**config.mk**
```make
export PLATFORM = sky130hd
export DESIGN_NAME = port_rd_ctrl
export DESIGN_NICKNAME = d
export VERILOG_FILES = /design/src/rtl/port_rd_ctrl.sv
export SDC_FILE = /design/constraint.sdc
export NUM_CORES = 1
export LEC_CHECK = 0
export CAP_MARGIN = 40
export CORE_MARGIN = 2
export CORE_UTILIZATION = 38
export DETAILED_ROUTE_END_ITERATION = 12
export GPL_ROUTABILITY_DRIVEN = 1
export HOLD_SLACK_MARGIN = 0.03
export MAX_ROUTING_LAYER = met4
export PLACE_DENSITY = 0.64
export SLEW_MARGIN = 20
export SYNTH_ARGS = -nofsm -noshare
export SYNTH_HDL_FRONTEND = slang
export SYNTH_SLANG_ARGS = --single-unit
```
**constraint.sdc**
```tcl
create_clock -name clk -period 2.2 [get_ports clk]
set_input_delay 0.22 -clock clk [delete_from_list [all_inputs] [get_ports clk]]
set_output_delay 0.22 -clock clk [all_outputs]
set_load 0.1 [all_outputs]
```
**src/rtl/port_rd_ctrl.sv**
```systemverilog
// rtl/port_rd_ctrl.sv - output-port read controller: FIFO pop FSM, latency tracking, credit-bounded output buffer
module port_rd_ctrl #(
  parameter int W_WIDTH   = 8,
  parameter int RD_LAT    = 2,
  parameter int BUF_DEPTH = 4,
  parameter int LEN_BITS  = 6
) (
  input  logic               clk,
  input  logic               rst_n,
  input  logic               fifo_empty,
  output logic               fifo_rd_en,
  input  logic [W_WIDTH-1:0] fifo_rd_data,
  output logic [W_WIDTH-1:0] out_data,
  output logic               out_valid,
  input  logic               out_ready,
  output logic               out_sop,
  output logic               out_eop,
  output logic               pkt_done,
  output logic               busy
);

  localparam int PW = (BUF_DEPTH > 1) ? $clog2(BUF_DEPTH) : 1;
  localparam int CW = $clog2(BUF_DEPTH) + 1;
  localparam logic [CW:0]         DEPTH_C  = (CW+1)'(BUF_DEPTH);
  localparam logic [CW-1:0]       CNT_ONE  = 1;
  localparam logic [PW-1:0]       PTR_ONE  = 1;
  localparam logic [PW-1:0]       PTR_LAST = PW'(BUF_DEPTH - 1);
  localparam logic [LEN_BITS-1:0] REM_ONE  = 1;

  localparam logic [1:0] S_IDLE     = 2'd0;
  localparam logic [1:0] S_HDR_WAIT = 2'd1;
  localparam logic [1:0] S_PAYLOAD  = 2'd2;

  logic [1:0]          state_q, state_d;
  logic [LEN_BITS-1:0] rem_q, rem_d;
  logic [RD_LAT-1:0]   fl_vld_q, fl_sop_q, fl_eop_q;
  logic [W_WIDTH-1:0]  buf_data_q [BUF_DEPTH];
  logic [BUF_DEPTH-1:0] buf_sop_q, buf_eop_q;
  logic [PW-1:0]       wr_ptr_q, rd_ptr_q;
  logic [CW-1:0]       count_q, count_d, inflight;
  logic [CW:0]         used;
  logic                can_pop, rd_en, pop_sop, pop_eop;
  logic                arr_vld, arr_sop, arr_eop;
  logic [LEN_BITS-1:0] hdr_len;
  logic                push, pop, pkt_done_q;

  always_comb begin
    inflight = '0;
    for (int i = 0; i < RD_LAT; i++) begin
      inflight = inflight + {{(CW-1){1'b0}}, fl_vld_q[i]};
    end
  end

  // Reads in flight reserve a buffer slot, so the buffer can never overflow.
  assign used    = {1'b0, count_q} + {1'b0, inflight};
  assign can_pop = !fifo_empty && (used < DEPTH_C);

  assign arr_vld = fl_vld_q[RD_LAT-1];
  assign arr_sop = fl_sop_q[RD_LAT-1];
  assign hdr_len = fifo_rd_data[LEN_BITS-1:0];
  assign arr_eop = fl_eop_q[RD_LAT-1] | (arr_sop & (hdr_len == '0));

  always_comb begin
    state_d = state_q;
    rem_d   = rem_q;
    rd_en   = 1'b0;
    pop_sop = 1'b0;
    pop_eop = 1'b0;
    case (state_q)
      S_IDLE: begin
        if (can_pop) begin
          rd_en   = 1'b1;
          pop_sop = 1'b1;
          state_d = S_HDR_WAIT;
        end
      end
      S_HDR_WAIT: begin
        if (arr_vld && arr_sop) begin
          rem_d   = hdr_len;
          state_d = (hdr_len == '0) ? S_IDLE : S_PAYLOAD;
        end
      end
      S_PAYLOAD: begin
        if (can_pop) begin
          rd_en = 1'b1;
          rem_d = rem_q - REM_ONE;
          if (rem_q == REM_ONE) begin
            pop_eop = 1'b1;
            state_d = S_IDLE;
          end
        end
      end
      default: state_d = S_IDLE;
    endcase
  end

  assign fifo_rd_en = rd_en;

  assign push = arr_vld;
  assign pop  = out_valid && out_ready;

  always_comb begin
    count_d = count_q;
    case ({push, pop})
      2'b10:   count_d = count_q + CNT_ONE;
      2'b01:   count_d = count_q - CNT_ONE;
      default: count_d = count_q;
    endcase
  end

  always_ff @(posedge clk) begin
    if (!rst_n) begin
      state_q    <= S_IDLE;
      rem_q      <= '0;
      fl_vld_q   <= '0;
      fl_sop_q   <= '0;
      fl_eop_q   <= '0;
      wr_ptr_q   <= '0;
      rd_ptr_q   <= '0;
      count_q    <= '0;
      buf_sop_q  <= '0;
      buf_eop_q  <= '0;
      pkt_done_q <= 1'b0;
      for (int i = 0; i < BUF_DEPTH; i++) begin
        buf_data_q[i] <= '0;
      end
    end else begin
      state_q <= state_d;
      rem_q   <= rem_d;
      for (int i = RD_LAT - 1; i > 0; i--) begin
        fl_vld_q[i] <= fl_vld_q[i-1];
        fl_sop_q[i] <= fl_sop_q[i-1];
        fl_eop_q[i] <= fl_eop_q[i-1];
      end
      fl_vld_q[0] <= rd_en;
      fl_sop_q[0] <= pop_sop;
      fl_eop_q[0] <= pop_eop;
      if (push) begin
        buf_data_q[wr_ptr_q] <= fifo_rd_data;
        buf_sop_q[wr_ptr_q]  <= arr_sop;
        buf_eop_q[wr_ptr_q]  <= arr_eop;
        wr_ptr_q <= (wr_ptr_q == PTR_LAST) ? '0 : wr_ptr_q + PTR_ONE;
      end
      if (pop) begin
        rd_ptr_q <= (rd_ptr_q == PTR_LAST) ? '0 : rd_ptr_q + PTR_ONE;
      end
      count_q    <= count_d;
      pkt_done_q <= pop && out_eop;
    end
  end

  assign out_valid = (count_q != '0);
  assign out_data  = buf_data_q[rd_ptr_q];
  assign out_sop   = buf_sop_q[rd_ptr_q];
  assign out_eop   = buf_eop_q[rd_ptr_q];
  assign pkt_done  = pkt_done_q;
  assign busy      = (state_q != S_IDLE) || (fl_vld_q != '0) || (count_q != '0);

endmodule
```
==> results.json, run 1 <==
{
  "run_status": "completed",
  "cts_tree": "yes",
  "cpMaxStageDelayCell": "dfxtp_1",
  "stdcell_count": 393,
  "first_global_vias": 2005,
  "clk_latency_ns": 0.34,
  "ioPinCount": 26,
  "htreeDepth": 3,
  "multi_input_area_um2": 1282,
  "r2r_cells": 9,
  "diodes": 0,
  "cts.clk_slew.worst_paths_ns": 0.07,
  "gp_congestion": 0.8183,
  "antenna_found_initial": 0,
  "rows": 32,
  "yosys_warnings": 0,
  "post-cts-setup-buffers": 0,
  "fmax_mhz": 490.1,
  "finalCritPeriodShare_pct": 92.75,
  "dp_hpwl_mm": 4.091,
  "powerDensity_nw_per_um2": 849.0,
  "num_vias": 1954,
  "fin_util_pct": 47.81,
  "crit_path_start_kind": "register",
  "grt_pass1_wl_mm": 9.922,
  "dieHeight_um": 92.30,
  "path_cells": "or3_4 -> nand2_1 -> inv_1 -> ha_1 -> inv_1 -> fa_1 -> xor2_1 -> or3_1 -> a21boi_0",
  "crit_top_cell": "inv_1",
  "synthesis.area_um2": 2963,
  "crit_arrival_ns": 2.31,
  "required_ns": 2.47,
  "hold_class": "register to register",
  "drtPass1Iterations": 4,
  "synthTopCellsByArea": "edfxtp_1 32%, dfxtp_1 22%, mux4_2 7.6%, and2_1 7.0%, ha_1 3.8%",
  "tightest_slew_ns": 0.5058,
  "critPathKind": "register to register",
  "setup_viol": 0,
  "cts_made_buffers": 9,
  "synth_top_area_share_pct": 32.43,
  "vdd_drop_max_mv": 0.6413,
  "io_buffers": 25,
  "synthArstFlopShare_pct": 0,
  "drt-total-wl_mm": 6.001,
  "final-max-slew-violation-count": 0,
  "clk_path_buf_depth": 2,
  "avgSynthCellArea_um2": 11.85,
  "drive_above_1_share_pct": 18.56,
  "final_antenna_net_count": 0,
  "hold_viol_final": 0,
  "holdPathStages": 1,
  "drc": 0,
  "cts_root_buffer": "clkbuf_8",
  "synth_cell_types": 48,
  "r2r_start": "count_q[2]",
  "synth_nets": 272,
  "post-route-min-period_ns": 2.041,
  "grt_max_degree": 42,
  "reg2reg_to": "count_q[2]",
  "post_cts_resized": 0,
  "critical_path.startpoint": "count_q[2]",
  "final_common_cell": "and2_1",
  "fillCellCount": 687,
  "grt_usage_pct": 15.88,
  "start_util_pct": 38.74,
  "drv_cap": 0,
  "ys_ff_latch": 64,
  "post-place-cells": 377,
  "rsz0062_at_grt": "false",
  "seqCellArea_um2": 1602,
  "cp-end-kind": "register",
  "postCtsHoldBufs": 0,
  "finClkSkew_ns": 0.004160,
  "critPathMaxStageDelay_ns": 0.43,
  "cts.sinks": 64,
  "core_um2": 7647,
  "rrSetupSlack_ns": 0.16,
  "die-area_um2": 8519,
  "die_width_um": 92.30,
  "area_growth_pct": 23.40,
  "netlist_instances": 250,
  "wl_per_cell_um": 15.27,
  "synth_edf_count": 32,
  "drtIter0Drc": 97,
  "final_cell_mix": "33 x and2_1, 32 x dfxtp_1, 32 x edfxtp_1",
  "ys_seq_area_share_pct": 54.05,
  "synth_ff_type": "edfxtp_1",
  "min_from": "fl_eop_q[0]",
  "via_per_inst": 4.972,
  "nNetsFinal": 308,
  "critPathMaxFanout": 5,
  "yosys.area.top_type": "edfxtp_1",
  "overflow": 0,
  "power_leakage_uw": 0.001395,
  "maxSlewHeadroom_pct": 65.92,
  "holdPathEnd": "fl_eop_q[1]"
}
[cell type report]
class | count | share of cell area (%)
flip-flops and latches | 64 | 43.81
multi-input cells | 166 | 35.08
repair buffers | 36 | 11.57
clock buffers | 10 | 3.491
well taps | 102 | 3.491
clock inverters | 6 | 1.643
inverters | 9 | 0.9240
[per-layer routing]
| metal | track usage [%] | vias up | share of wire, % |
|---|---|---|---|
| met1 | 19.70 | 934 | 47 |
| li1 | - | 977 | - |
| met2 | 24.88 | 30 | 48 |
| met4 | 8.209 | 0 | 2.4 |
| met5 | - | - | 0 |
| met3 | 3.011 | 13 | 3.2 |
[flip-flops by register name, indices dropped and copies added (netlist names), named ones only]
| register | cells |
|---|---|
| count_q | 3 |
| fl_eop_q | 2 |
| state_q | 2 |
| buf_sop_q | 4 |
| fl_sop_q | 2 |
| wr_ptr_q | 2 |
| rem_q | 6 |
| pkt_done | 1 |
| fl_vld_q | 2 |
| rd_ptr_q | 2 |
| buf_eop_q | 4 |
| buf_data_q | 32 |
[kinds of logic after synthesis]
logic type | after synthesis | share of synthesized area, %
xor gates and xnor gates | 2 | 0.5913
muxes | 12 | 8.277
DFF | 64 | 54.05
AOI/OAI and AO/OA | 43 | 9.966
adders and majority gates | 10 | 4.476
buffers and inverters | 20 | 2.913
and+or+nand+nor | 99 | 19.72
[critical path, delay by kind of cell, from the launching register on]
| kind | cells | cell delay, ns |
|---|---|---|
| AOI/OAI and AO/OA | 1 | 0.17 |
| xor gates and xnor gates | 1 | 0.16 |
| adders and majority gates | 2 | 0.55 |
| buffers and inverters | 2 | 0.13 |
| DFF | 1 | 0.43 |
| and+or+nand+nor | 3 | 0.53 |
[Yosys cell counts, types with 4 or more instances]
library cell   n
edfxtp_1      32
nor3_1         4
a21boi_0       9
and2_1        33
ha_1           9
mux4_2        10
nand2b_1       8
a21oi_1        7
o21a_1         4
or3_1          4
and3_1        11
dfxtp_1       32
inv_1          9
clkbuf_1       6
nor2_1         7
o21ai_0        8
nand2_1       16
[power breakdown]
group          internal (µW)  switching [µW]  total, µW  leakage (µW)
Combinational            291             491        782      0.000712
Sequential              1300            41.5       1340      0.000590
Clock                    517             462        979     0.0000937
[how the worst max path moves through the flow]
stage / end / slack, ns
6_report: count_q[2] / 0.16
5_1_grt: fifo_rd_en / 0.04
4_1_cts: fifo_rd_en / 0.14
3_5_place_dp: count_q[2] / 0.08
3_3_place_gp: count_q[2] / 0.15
2_1_floorplan: count_q[2] / -0.002
[per-stage QoR]
stage | hold slack (ns) | total power, µW | setup slack, ns | setup TNS [ns] | cell area, µm²
final | 0.4366 | 3104 | 0.1595 | 0 | 3656
after global routing | 0.4541 | 3220 | 0.04201 | 0 | 3656
after CTS | 0.4408 | 3128 | 0.1425 | 0 | 3656
after detailed placement | 0.4243 | 2157 | 0.08180 | 0 | 3468
after global placement | 0.4135 | 2147 | 0.1526 | 0 | 3468
after floorplan | 0.4045 | 1890 | -0.002050 | -0.002050 | 2970
(Power assumes the default switching activity.)
==> run 2, diff against run 1 <==
==> constraint.sdc (replaced) <==
create_clock -name clk -period 2.2 [get_ports clk]
set_input_delay 0.22 -clock clk [delete_from_list [all_inputs] [get_ports clk]]
set_output_delay 0.22 -clock clk [all_outputs]
set_load 0.02 [all_outputs]
==> results.json, run 2 (same netlist as run 1, synthesis figures left out) <==
{
  "final_cell_mix": "33 x and2_1, 32 x edfxtp_1, 29 x dfxtp_1",
  "regMostFlops": "buf_data_q",
  "r2r_cells": 9,
  "grt_pass1_wl_mm": 9.977,
  "area_growth_pct": 22.72,
  "overflow": 0,
  "die-area_um2": 8519,
  "hold_viol_final": 0,
  "required_ns": 1.98,
  "post_cts_resized": 1,
  "drv_cap": 0,
  "finClkSkew_ns": 0.007144,
  "holdPathEnd": "fl_eop_q[1]",
  "critPathMaxFanout": 5,
  "grt_max_degree": 42,
  "wl_per_cell_um": 14.94,
  "hold_class": "register to register",
  "rsz0062_at_grt": "false",
  "stdcell_area_um2": 3636,
  "maxSlewHeadroom_pct": 69.09,
  "cts.clk_slew.worst_paths_ns": 0.07,
  "place_ws_ns": 0.06277,
  "via_per_inst": 5.020,
  "gp_congestion": 0.8278,
  "clk_path_buf_depth": 2,
  "setup_viol": 0,
  "seqPwrFrac_pct": 45.3,
  "first_global_vias": 1973,
  "largest_reg_flops": 32,
  "postCtsHoldBufs": 0,
  "run_status": "completed",
  "powerDensity_nw_per_um2": 817.0,
  "cts_root_buffer": "clkbuf_8",
  "clk_latency_ns": 0.34,
  "post-route-min-period_ns": 2.120,
  "ioPinCount": 26,
  "tns_ns": 0,
  "crit_arrival_ns": 1.90,
  "p_int_uw": 2267,
  "dp_hpwl_mm": 4.037,
  "drive_above_1_share_pct": 14.73,
  "min_from": "fl_eop_q[0]",
  "htreeDepth": 3,
  "drc": 0,
  "start_util_pct": 38.74,
  "cts_tree": "yes",
  "grt_usage_pct": 15.87,
  "vdd_drop_max_mv": 0.3641,
  "diodes": 0,
  "core_um2": 7647,
  "p_sw_share_pct": 23.69,
  "cts.sinks": 64,
  "die_width_um": 92.30,
  "num_vias": 1978,
  "holdPathStages": 1,
  "final_antenna_net_count": 0,
  "final-max-slew-violation-count": 0,
  "finalCritPeriodShare_pct": 96.35,
  "largestRegisters": "buf_data_q x32, rem_q x6",
  "critPathKind": "register to output port",
  "drtIter0Drc": 112,
  "net-switching-power_uw": 703.9,
  "final_common_cell": "and2_1",
  "drtPass1Iterations": 4,
  "nNetsFinal": 309,
  "cp-end-kind": "output port",
  "rows": 32,
  "tightest_slew_ns": 0.4637,
  "r2r_start": "count_q[2]",
  "p_comb_share_pct": 14.5,
  "place_area_um2": 3378,
  "drt-total-wl_mm": 5.886,
  "clkPwrFrac_pct": 40.2,
  "io_buffers": 25,
  "fmax_mhz": 471.8,
  "crit_path_start_kind": "register",
  "reg2reg_to": "count_q[2]",
  "rrSetupSlack_ns": 0.18,
  "cts_made_buffers": 9,
  "dieHeight_um": 92.30,
  "post-cts-setup-buffers": 0,
  "fin_ws_ns": 0.08039,
  "antenna_found_initial": 0,
  "power_leakage_uw": 0.001467
}
[run 2: cell count changes in the layout (fill, tap and decap cells not counted), sizes merged]
| cell | delta |
|---|---|
| dlymetal6s2s | +8 |
| buf | -13 |
| clkdlybuf4s50 | +5 |
| dlygate4sd2 | +1 |
| clkinv | -2 |
| bufinv | +2 |
[run 2: how the worst max path moves through the flow]
stage | start | endpoint | slack [ns]
finish | rd_ptr_q[0] | out_eop | 0.08
global placement | out_ready | count_q[2] | 0.15
detailed placement | out_ready | count_q[2] | 0.06
CTS | register | out_data[4] | 0.003
global route | count_q[2] | count_q[2] | 0.0006
floorplan | count_q[2] | count_q[2] | 0.12
[run 2: area by class of cell]
cell class	count	area (µm²)
clock buffer	10	127.6
inverter	9	33.78
multi-input combinational	166	1275
clock inverter	6	107.6
fill	704	4011
sequential	64	1605
timing repair buffer	37	359.1
tap	102	127.6
[run 2: critical path, stage by stage, from the launching register on]
cell             delay (ns)
dfxtp_1                0.46
mux4_2                 0.55
clkdlybuf4s50_1        0.55
[run 2: per-stage QoR]
step | hold slack, ns | power (µW) | util (%) | cells
after floorplan | 0.4042 | 1620 | - | 250
after global placement | 0.4148 | 1802 | 44.18 | 378
after detailed placement | 0.4238 | 1811 | 44.18 | 378
final | 0.4419 | 2971 | 47.55 | 394
after CTS | 0.4428 | 3003 | 47.23 | 394
after global routing | 0.4512 | 3093 | 47.55 | 394
[run 2: per-layer routing]
| layer | vias to the layer above | GRT usage [%] | share of wire (%) |
|---|---|---|---|
| met3 | 6 | 3.662 | 4.3 |
| met1 | 949 | 21.04 | 48 |
| met2 | 41 | 23.60 | 47 |
| met5 | - | - | 0 |
| met4 | 0 | 6.592 | 1.3 |
| li1 | 982 | - | - |
[run 2: power by group through the flow]
stage	logic, µW	clock network, µW	registers (µW)
final	430	1190	1350
after detailed placement	440	0	1370
after global placement	433	0	1370
after CTS	441	1220	1340
after floorplan	268	0	1350
after global routing	472	1270	1350
==> run 3, diff against run 2 <==
- CORE_UTILIZATION: 38 -> 57
- PLACE_DENSITY: 0.64 -> 0.87
- RECOVER_POWER: default -> 25
==> results.json, run 3 (same netlist as run 1, synthesis figures left out) <==
{
  "rrSetupSlack_ns": 0.21,
  "drtPass1Iterations": 4,
  "drc": 0,
  "cts.clk_slew.worst_paths_ns": 0.07,
  "cts_root_buffer": "clkbuf_8",
  "p_int_uw": 2062,
  "clk_path_buf_depth": 2,
  "required_ns": 1.98,
  "cts_tree": "yes",
  "antenna_found_initial": 0,
  "ioPinCount": 26,
  "dieHeight_um": 76.10,
  "tns_ns": 0,
  "seqPwrFrac_pct": 49.0,
  "place_ws_ns": 0.06809,
  "post-cts-setup-buffers": 0,
  "die_width_um": 76.10,
  "drv_cap": 0,
  "net-switching-power_uw": 690.6,
  "final_antenna_net_count": 0,
  "critPathKind": "register to output port",
  "overflow": 0,
  "final_cell_mix": "32 x edfxtp_1, 30 x and2_1, 29 x dfxtp_1",
  "clk_latency_ns": 0.34,
  "multi_input_area_um2": 1275,
  "regMostFlops": "buf_data_q",
  "vdd_drop_max_mv": 0.5493,
  "run_status": "completed",
  "htreeDepth": 3,
  "start_util_pct": 58.38,
  "wl_per_cell_um": 15.98,
  "seqCellArea_um2": 1605,
  "tightest_slew_ns": 0.6751,
  "first_global_vias": 2039,
  "finClkSkew_ns": 0.01163,
  "num_vias": 2003,
  "powerDensity_nw_per_um2": 780.6,
  "grt_max_degree": 42,
  "final-max-slew-violation-count": 0,
  "fillCellCount": 381,
  "drt-total-wl_mm": 5.751,
  "largest_reg_flops": 32,
  "grt_usage_pct": 22.50,
  "crit_arrival_ns": 1.90,
  "p_total_uw": 2752,
  "p_sw_share_pct": 25.09,
  "fin_util_pct": 69.48,
  "hold_viol_final": 0,
  "cts_made_buffers": 9,
  "drtIter0Drc": 122,
  "grt_pass1_wl_mm": 9.673,
  "clkPwrFrac_pct": 35.7,
  "cts.sinks": 64,
  "hold_class": "register to register",
  "finalCritPeriodShare_pct": 96.48,
  "post-route-min-period_ns": 2.123,
  "largestRegisters": "buf_data_q x32, rem_q x6",
  "area_growth_pct": 19.00,
  "maxSlewHeadroom_pct": 54.99,
  "diodes": 0,
  "drive_above_1_share_pct": 13.10,
  "io_buffers": 25,
  "dp_hpwl_mm": 3.761,
  "fmax_mhz": 471.1,
  "fin_ws_ns": 0.07747,
  "crit_path_start_kind": "register",
  "power_leakage_uw": 0.001420,
  "p_comb_share_pct": 15.3,
  "rows": 26,
  "rsz0062_at_grt": "false",
  "wl_met2_mm": 2.873,
  "core_um2": 5075,
  "route.met3.wl_um": 275,
  "final_common_cell": "edfxtp_1",
  "setup_viol": 0,
  "via_per_inst": 5.564,
  "gp_congestion": 0.8456,
  "die-area_um2": 5790,
  "cp-end-kind": "output port",
  "critPathMaxFanout": 8,
  "top_layer": "met4",
  "nNetsFinal": 307,
  "met1_length_mm": 2.535
}
[run 3: changes by cell type in the layout (fill, tap and decap cells not counted), moves of 2 or more]
cell / change
clkbuf_1: +2
buf_4: -4
and2_0: +3
bufinv_16: -2
and2_1: -3
[run 3: final timing paths]
| kind | from | endpoint | cells after the start |
|---|---|---|---|
| hold / removal | fl_eop_q[0] | fl_eop_q[1] | 1 |
| hold reg to reg | fl_eop_q[0] | fl_eop_q[1] | 1 |
| setup / recovery | register | out_data[7] | 3 |
| setup reg to reg | count_q[2] | count_q[2] | 9 |
[run 3: worst max-delay path, stage by stage (launching register included)]
cell	delay, ns
dfxtp_1	0.31
buf_4	0.20
mux4_2	0.51
clkdlybuf4s50_1	0.54
[run 3: cell type report]
type                       count  area share, %
tap                           70          2.484
timing repair buffer          35          9.510
clock inverter                 4          1.242
clock buffer                  12          4.116
multi-input combinational    166          36.16
inverter                       9         0.9581
sequential                    64          45.53
[run 3: power groups by stage]
stage | Combinational (µW) | Sequential, µW | Clock [µW]
after floorplan | 268 | 1350 | 0
after global placement | 419 | 1370 | 0
after detailed placement | 427 | 1370 | 0
after CTS | 430 | 1340 | 997
after global routing | 460 | 1350 | 1060
final | 422 | 1350 | 982
[run 3: repair_timing]
item	CTS	global route
endpoints found under the setup margin	1	9
hold buffers	0	0
cloned	0	0
resized for setup	1	11
hold endpoints to repair	0	0
[run 3: per-layer routing]
metal / up-vias / GRT usage, %
met5: - / -
met4: 0 / 8.182
met3: 6 / 5.687
met2: 55 / 37.14
met1: 967 / 27.01
li1: 975 / -
[run 3: stage by stage]
| step | hold slack, ns | area (µm²) | std cells |
|---|---|---|---|
| after floorplan | 0.4042 | 2963 | 250 |
| after global placement | 0.4129 | 3323 | 344 |
| after detailed placement | 0.4249 | 3323 | 344 |
| after CTS | 0.4383 | 3511 | 360 |
| after global routing | 0.4754 | 3526 | 360 |
| final | 0.4408 | 3526 | 360 |
